<file path="src/rtl/axi_aw_route_decoder.sv">
// AW routing stage: region decode, one-hot port select, destination FIFO push and DECERR handling for unmapped bursts.
// Optional macro AXI_AW_DEFAULT_SLAVE_EN sends misses to port N_INIT_PORT-1 instead of the error path.
module axi_aw_route_decoder #(
  parameter int ADDR_WIDTH      = 32,
  parameter int AXI_ID          = 6,
  parameter int N_INIT_PORT     = 4,
  parameter int N_REGION        = 2,
  parameter int MAX_OUTSTANDING = 8
) (
  input  logic                                      clk,
  input  logic                                      rst,
  input  logic                                      awvalid_i,
  input  logic [ADDR_WIDTH-1:0]                     awaddr_i,
  input  logic [AXI_ID-1:0]                         awid_i,
  output logic                                      awready_o,
  output logic [N_INIT_PORT-1:0]                    awvalid_o,
  input  logic [N_INIT_PORT-1:0]                    awready_i,
  input  logic [N_REGION*N_INIT_PORT*ADDR_WIDTH-1:0] START_ADDR_i,
  input  logic [N_REGION*N_INIT_PORT*ADDR_WIDTH-1:0] END_ADDR_i,
  input  logic [N_REGION*N_INIT_PORT-1:0]           enable_region_i,
  input  logic [N_INIT_PORT-1:0]                    connectivity_map_i,
  input  logic                                      grant_FIFO_DEST_i,
  output logic [N_INIT_PORT-1:0]                    DEST_o,
  output logic                                      push_DEST_o,
  input  logic                                      w_last_hs_i,
  output logic                                      handle_error_o,
  input  logic                                      wdata_error_completed_i,
  output logic                                      berr_valid_o,
  output logic [AXI_ID-1:0]                         berr_id_o,
  output logic [1:0]                                berr_resp_o,
  input  logic                                      berr_ready_i
);

  localparam int CNT_W = $clog2(MAX_OUTSTANDING + 1);
  localparam logic [CNT_W-1:0] CNT_MAX = CNT_W'(MAX_OUTSTANDING);
  localparam logic [CNT_W-1:0] CNT_ONE = CNT_W'(1);

  typedef enum logic [1:0] {
    IDLE   = 2'd0,
    WAIT_W = 2'd1,
    DRAIN  = 2'd2,
    RESP   = 2'd3
  } state_t;

  state_t                  state_q, state_d;
  logic [CNT_W-1:0]        cnt_q, cnt_d;
  logic [AXI_ID-1:0]       berr_id_q, berr_id_d;
  logic [N_INIT_PORT-1:0]  hit_s;
  logic [N_INIT_PORT-1:0]  dest_s;
  logic                    found_s;
  logic                    route_s;
  logic                    ok_s;
  logic [N_INIT_PORT-1:0]  awvalid_s;
  logic                    awready_s;
  logic                    push_s;

  // Per-port region match, masked by reachability.
  always_comb begin
    hit_s = '0;
    for (int p = 0; p < N_INIT_PORT; p++) begin
      for (int r = 0; r < N_REGION; r++) begin
        if (connectivity_map_i[p] && enable_region_i[r*N_INIT_PORT+p] &&
            (awaddr_i >= START_ADDR_i[(r*N_INIT_PORT+p)*ADDR_WIDTH +: ADDR_WIDTH]) &&
            (awaddr_i <= END_ADDR_i[(r*N_INIT_PORT+p)*ADDR_WIDTH +: ADDR_WIDTH])) begin
          hit_s[p] = 1'b1;
        end else begin
          hit_s[p] = hit_s[p];
        end
      end
    end
  end

  // Lowest-numbered hitting port wins; optional default-slave fallback.
  always_comb begin
    dest_s  = '0;
    found_s = 1'b0;
    for (int p = 0; p < N_INIT_PORT; p++) begin
      if (hit_s[p] && !found_s) begin
        dest_s[p] = 1'b1;
        found_s   = 1'b1;
      end else begin
        dest_s[p] = dest_s[p];
      end
    end
`ifdef AXI_AW_DEFAULT_SLAVE_EN
    if (!found_s && connectivity_map_i[N_INIT_PORT-1]) begin
      dest_s[N_INIT_PORT-1] = 1'b1;
    end else begin
      dest_s = dest_s;
    end
`endif
  end

  assign route_s = |dest_s;
  assign ok_s    = grant_FIFO_DEST_i & (cnt_q < CNT_MAX);

  // Combinational AW handshake; valid never looks at the downstream ready.
  always_comb begin
    awvalid_s = '0;
    awready_s = 1'b0;
    push_s    = 1'b0;
    if (!rst && (state_q == IDLE)) begin
      if (route_s) begin
        awvalid_s = dest_s & {N_INIT_PORT{awvalid_i & ok_s}};
        awready_s = (|(awready_i & dest_s)) & ok_s;
        push_s    = awvalid_i & awready_s;
      end else begin
        awready_s = awvalid_i;
      end
    end else begin
      awready_s = 1'b0;
    end
  end

  // Outstanding routed-burst counter; a decrement at zero is dropped.
  always_comb begin
    cnt_d = cnt_q;
    if (push_s && !w_last_hs_i) begin
      cnt_d = cnt_q + CNT_ONE;
    end else if (!push_s && w_last_hs_i && (cnt_q != '0)) begin
      cnt_d = cnt_q - CNT_ONE;
    end else begin
      cnt_d = cnt_q;
    end
  end

  // Error FSM: wait for routed W traffic to finish, drain the error burst, answer DECERR.
  always_comb begin
    state_d   = state_q;
    berr_id_d = berr_id_q;
    case (state_q)
      IDLE: begin
        if (!route_s && awvalid_i) begin
          state_d   = WAIT_W;
          berr_id_d = awid_i;
        end else begin
          state_d = IDLE;
        end
      end
      WAIT_W: begin
        if (cnt_d == '0) begin
          state_d = DRAIN;
        end else begin
          state_d = WAIT_W;
        end
      end
      DRAIN: begin
        if (wdata_error_completed_i) begin
          state_d = RESP;
        end else begin
          state_d = DRAIN;
        end
      end
      RESP: begin
        if (berr_ready_i) begin
          state_d = IDLE;
        end else begin
          state_d = RESP;
        end
      end
      default: state_d = IDLE;
    endcase
  end

  // State, counter and captured error ID registers.
  always_ff @(posedge clk or posedge rst) begin
    if (rst) begin
      state_q   <= IDLE;
      cnt_q     <= '0;
      berr_id_q <= '0;
    end else begin
      state_q   <= state_d;
      cnt_q     <= cnt_d;
      berr_id_q <= berr_id_d;
    end
  end

  assign awvalid_o      = awvalid_s;
  assign awready_o      = awready_s;
  assign push_DEST_o    = push_s;
  assign DEST_o         = dest_s;
  assign handle_error_o = (state_q == DRAIN);
  assign berr_valid_o   = (state_q == RESP);
  assign berr_id_o      = berr_id_q;
  assign berr_resp_o    = 2'b11;

endmodule

</file>
<file path="config.mk">
export PLATFORM = sky130hd
export DESIGN_NAME = axi_aw_route_decoder
export DESIGN_NICKNAME = d
export VERILOG_FILES = /design/src/rtl/axi_aw_route_decoder.sv
export SDC_FILE = /design/constraint.sdc
export NUM_CORES = 1
export LEC_CHECK = 0
export CAP_MARGIN = 20
export CORE_AREA = 5 5 227 229
export CTS_CLUSTER_DIAMETER = 80
export DETAILED_ROUTE_END_ITERATION = 12
export DIE_AREA = 0 0 232 234
export PLACE_DENSITY = 0.7
export SYNTH_ARGS = -nofsm -noshare
export SYNTH_HDL_FRONTEND = slang
export SYNTH_SLANG_ARGS = --single-unit
</file>
<file path="constraint.sdc">
create_clock -name clk -period 3.1 [get_ports clk]
set_input_delay 0.31 -clock clk [delete_from_list [all_inputs] [get_ports clk]]
set_output_delay 0.31 -clock clk [all_outputs]
set_load 0.02 [all_outputs]
</file>
==> results by stage <==
Timing:
- The count of endpoints failing setup in the final report is 20.
- After layout, the worst setup slack is -0.791 ns.
- The post-route minimum period is 3.89 ns.
- The number of hold-slack violations in the final timing report came to 0.
- Headroom to the max-slew limit came out at 0.671.
- For the pin with the worst max-slew slack, the measured transition is 0.490 ns.
- Between clock sinks in the finished design, the worst skew comes to 0.00205 ns.
- Setup repair after global routing could not meet its margin everywhere.
- The accumulated negative setup slack is -9.20 ns.
- The number of max-slew violations in the final report came to 0.
- For this run, the top clock speed supported by timing is 257 MHz.
- The final cycle utilization of the critical path is 1.26.

Layout:
- At the end of the flow the core is filled with cells to 0.566.
- The area growth from synthesis to layout is 103%.
- The post-route cell area is 28000 µm².
- Leaving out fill and tap cells, the most frequent cells in the layout are 369 x sky130_fd_sc_hd__inv_1, 364 x sky130_fd_sc_hd__clkdlybuf4s50_1, 344 x sky130_fd_sc_hd__ha_1.
- The fraction of layout instances using a drive strength above 1 is 0.331.
- In the final design database the tool counted 3963 nets.
- After filler insertion, the fill cell instance count of the layout stands at 4137.
- Leaving out fill and tap cells, the most frequent cell in the layout is sky130_fd_sc_hd__inv_1.

Synthesis:
- The number of register bits inferred by synthesis is 12.
- The most used flip-flop cell after synthesis is sky130_fd_sc_hd__dfrtp_1.
- The count of warnings emitted by yosys is 0.
- After synthesis, the mean cell area works out to 7.24 µm².
- Yosys mapped a number of flops with a built-in enable equal to 0.
- The netlist uses 81 different library cells.
- For this run, asynchronously set or reset flops after synthesis account for 1.00.
- The sequential element share of the synthesized area is 0.0218.
- After synthesis the cells add up to 13800 µm².
- The number of cells produced by synthesis is 1900.

Clocking:
- After clock tree synthesis, the clock-pin slew on the worst setup and hold paths is 0.04 ns.
- The count of clock tree sinks is 12.
- In this run the number of H-tree levels came out at 1.
- The worst-case clock buffer depth is 2.
- The number of buffers inserted during clock tree synthesis is 3.
- The TritonCTS clock tree is yes.
- The cell sitting at the root of the clock tree is a sky130_fd_sc_hd__clkbuf_16.
- Hold repair after CTS inserted 0 buffers.
- The clock network latency to the later pin of the worst-skew pair is 0.24 ns.

Power and ir drop:
- The analysis attributes to cell leakage a power of 14.5 nW.
- The switching power of the nets is 2.20 mW.
- Dividing total power by cell area gives a power density of 177 nW/µm².
- The share of total power dissipated in combinational logic is 0.879.
- The share of power burned in the clock network is 0.054.
- Internal power comes to 2.75 mW.
- Of the total power, the share spent switching nets is 0.444.
- The portion of total power attributed to sequential cells is 0.067.
- The worst-case IR drop observed on VDD is 0.186 mV.

Drt:
- Once detail routing completed, the nets flagged for antenna violations numbered 0.
- In the routed layout, each cell is associated on average with a via count of 5.09.
- The first detailed-routing pass took 8 iterations.
- The via count is 18184.
- The number of design rule violations left after detail routing is 0.
- The mean routed wirelength per cell is 22.0 µm.
- The count of routing violations after the opening detailed-route iteration is 1069.
- For this block, the routed nets add up to 78.8 mm of wire.

Global route:
- The number of antenna violations at the first check in global routing was 27.
- The number of global-route vias before repair came to 17668.
- For this run, the total global-route usage over all layers was measured as 0.247.
- The first global-routing pass estimated 103 mm of wire.
- Entering global routing, the biggest net connects 13 pins.
- The total overflow left after global routing is 0.

Place:
- The count of port buffers added during placement is 590.
- The post-placement worst setup slack is -1.75 ns.
- The final RePlAce weighted congestion is 0.954.
- The half-perimeter wire length after detailed placement is 60.5 mm.
- The cell area after placement is 22400 µm².

Critical path:
- The arrival time reported for the critical path endpoint is 4.01 ns.
- The required time reported for the critical path endpoint is 3.22 ns.
- The startpoint of the worst-slack reg-to-reg timing path is state_q[1]$_DFF_PP0_.
- The logic depth of the worst register-to-register path is 7.
- The startpoint class of the critical path is an input pin.
- The setup path with the least slack is of type input pin to flip-flop.
- The critical path starts at START_ADDR_i[87].
- Of all nets on the critical path, the largest fanout is 3.
- The endpoint class of the critical path is a flip-flop.

Status:
- The flow ran to the end, but the final reports show violations.
- The checks that failed: setup timing.

Min path:
- The worst hold path belongs to the class input pin to asynchronous set/reset pin.

Floorplanning:
- The die boundary height is 234 µm.
- The initial utilization of the core area, before any placement, comes to 0.278.
- The die outline area is 54300 µm².
- The row count is 82.
- In this run the horizontal extent of the chip is 232 µm.
- 593 I/O pins were placed.
- The region available for standard cell placement spans 49500 µm².

Flow run:
- The number of maximum-capacitance constraint violations is 0.
==> state kept, by name, indices dropped and copies added (netlist names) <==
name and cells:
cnt_q 4, berr_id_o 6, state_q 2
==> path summary, 6_finish.rpt <==
path                                                  to  slack [ns]
worst max-delay path                state_q[0]$_DFF_PP0_       -0.79
worst min-delay path            berr_id_o[2]$_DFFE_PP0P_        0.45
worst max register to register      state_q[0]$_DFF_PP0_        0.71
worst min register to register  berr_id_o[1]$_DFFE_PP0P_        0.50
max in group asynchronous             cnt_q[3]$_DFF_PP0_        2.34
min in group clk                berr_id_o[1]$_DFFE_PP0P_        0.50
==> per-layer routing <==
| metal | wire length, µm | vias up | GRT usage | share of wire |
|---|---|---|---|---|
| li1 | - | 8663 | - | - |
| met1 | 30900 | 8313 | 0.305 | 0.39 |
| met2 | 36900 | 933 | 0.419 | 0.47 |
| met3 | 6270 | 269 | 0.0465 | 0.080 |
| met4 | 4620 | 6 | 0.112 | 0.059 |
| met5 | 40 | - | 0 | 0.00051 |
==> final cells by class <==
class                      instances  area, µm²  share of cell area
sequential                        12        300              0.0107
tap                              672        841              0.0300
antenna                           27       67.6             0.00241
inverter                         513       1930              0.0689
timing repair buffer             972       9820               0.351
multi-input combinational       1374      14900               0.534
clock buffer                       4       88.8             0.00317
==> what timing repair did <==
action / CTS / global route
endpoints found under the setup margin: 22 / 22
gates cloned: 5 / 1
pin swaps: 108 / 198
resized for setup: 503 / 620
setup buffers: 79 / 75
==> worst max-delay path, cell delays in order <==
cell and delay [ns]:
sky130_fd_sc_hd__clkdlybuf4s50_1 0.47, sky130_fd_sc_hd__inv_1 0.07, sky130_fd_sc_hd__ha_4 0.21, sky130_fd_sc_hd__and4_1 0.21, sky130_fd_sc_hd__a221o_1 0.36, sky130_fd_sc_hd__a2111o_1 0.50, sky130_fd_sc_hd__a31oi_4 0.22, sky130_fd_sc_hd__o22ai_4 0.13
sky130_fd_sc_hd__nor3b_4 0.25, sky130_fd_sc_hd__buf_6 0.15, sky130_fd_sc_hd__a21oi_4 0.05, sky130_fd_sc_hd__buf_6 0.14, sky130_fd_sc_hd__a211oi_4 0.30, sky130_fd_sc_hd__o21a_2 0.21, sky130_fd_sc_hd__o2111ai_2 0.14, sky130_fd_sc_hd__o31a_1 0.27
==> per-stage QoR <==
step | cells | power [mW] | hold slack (ns)
global route | 3566 | 5.30 | 0.499
finish | 3574 | 4.96 | 0.446
global placement | 3399 | 3.57 | 0.486
floorplan | 1901 | 1.83 | 0.175
detailed placement | 3399 | 3.62 | 0.493
CTS | 3481 | 4.30 | 0.455
==> cell usage after synthesis, types with 12 or more instances <==
cell	n	share of area
sky130_fd_sc_hd__a21o_1	39	0.021
sky130_fd_sc_hd__o21ai_0	68	0.025
sky130_fd_sc_hd__a21oi_1	189	0.069
sky130_fd_sc_hd__nor3_1	21	0.0076
sky130_fd_sc_hd__dfrtp_1	12	0.022
sky130_fd_sc_hd__nor4_1	15	0.0068
sky130_fd_sc_hd__nand4_1	80	0.036
sky130_fd_sc_hd__inv_1	513	0.14
sky130_fd_sc_hd__and4_1	12	0.0076
sky130_fd_sc_hd__nand3_1	55	0.020
sky130_fd_sc_hd__nor2_1	49	0.013
sky130_fd_sc_hd__ha_1	514	0.47
sky130_fd_sc_hd__nand2_1	127	0.035
sky130_fd_sc_hd__nor2b_1	22	0.010
==> kinds of logic after synthesis <==
logic type | count (synthesis) | synth area share
muxes | 8 | 0.00637
DFF | 12 | 0.0218
and+or+nand+nor | 424 | 0.162
AOI/OAI and AO/OA | 426 | 0.201
buffers and inverters | 515 | 0.141
other | 1 | 0.000273
adders and majority gates | 514 | 0.468
==> power groups by stage <==
stage | registers [mW] | clock network [mW] | logic (mW)
after detailed placement | 0.322 | 0 | 3.30
after global routing | 0.340 | 0.277 | 4.69
after global placement | 0.321 | 0 | 3.25
after floorplan | 0.348 | 0 | 1.49
final | 0.333 | 0.269 | 4.36
after CTS | 0.320 | 0.268 | 3.71
(Power assumes the default switching activity.)
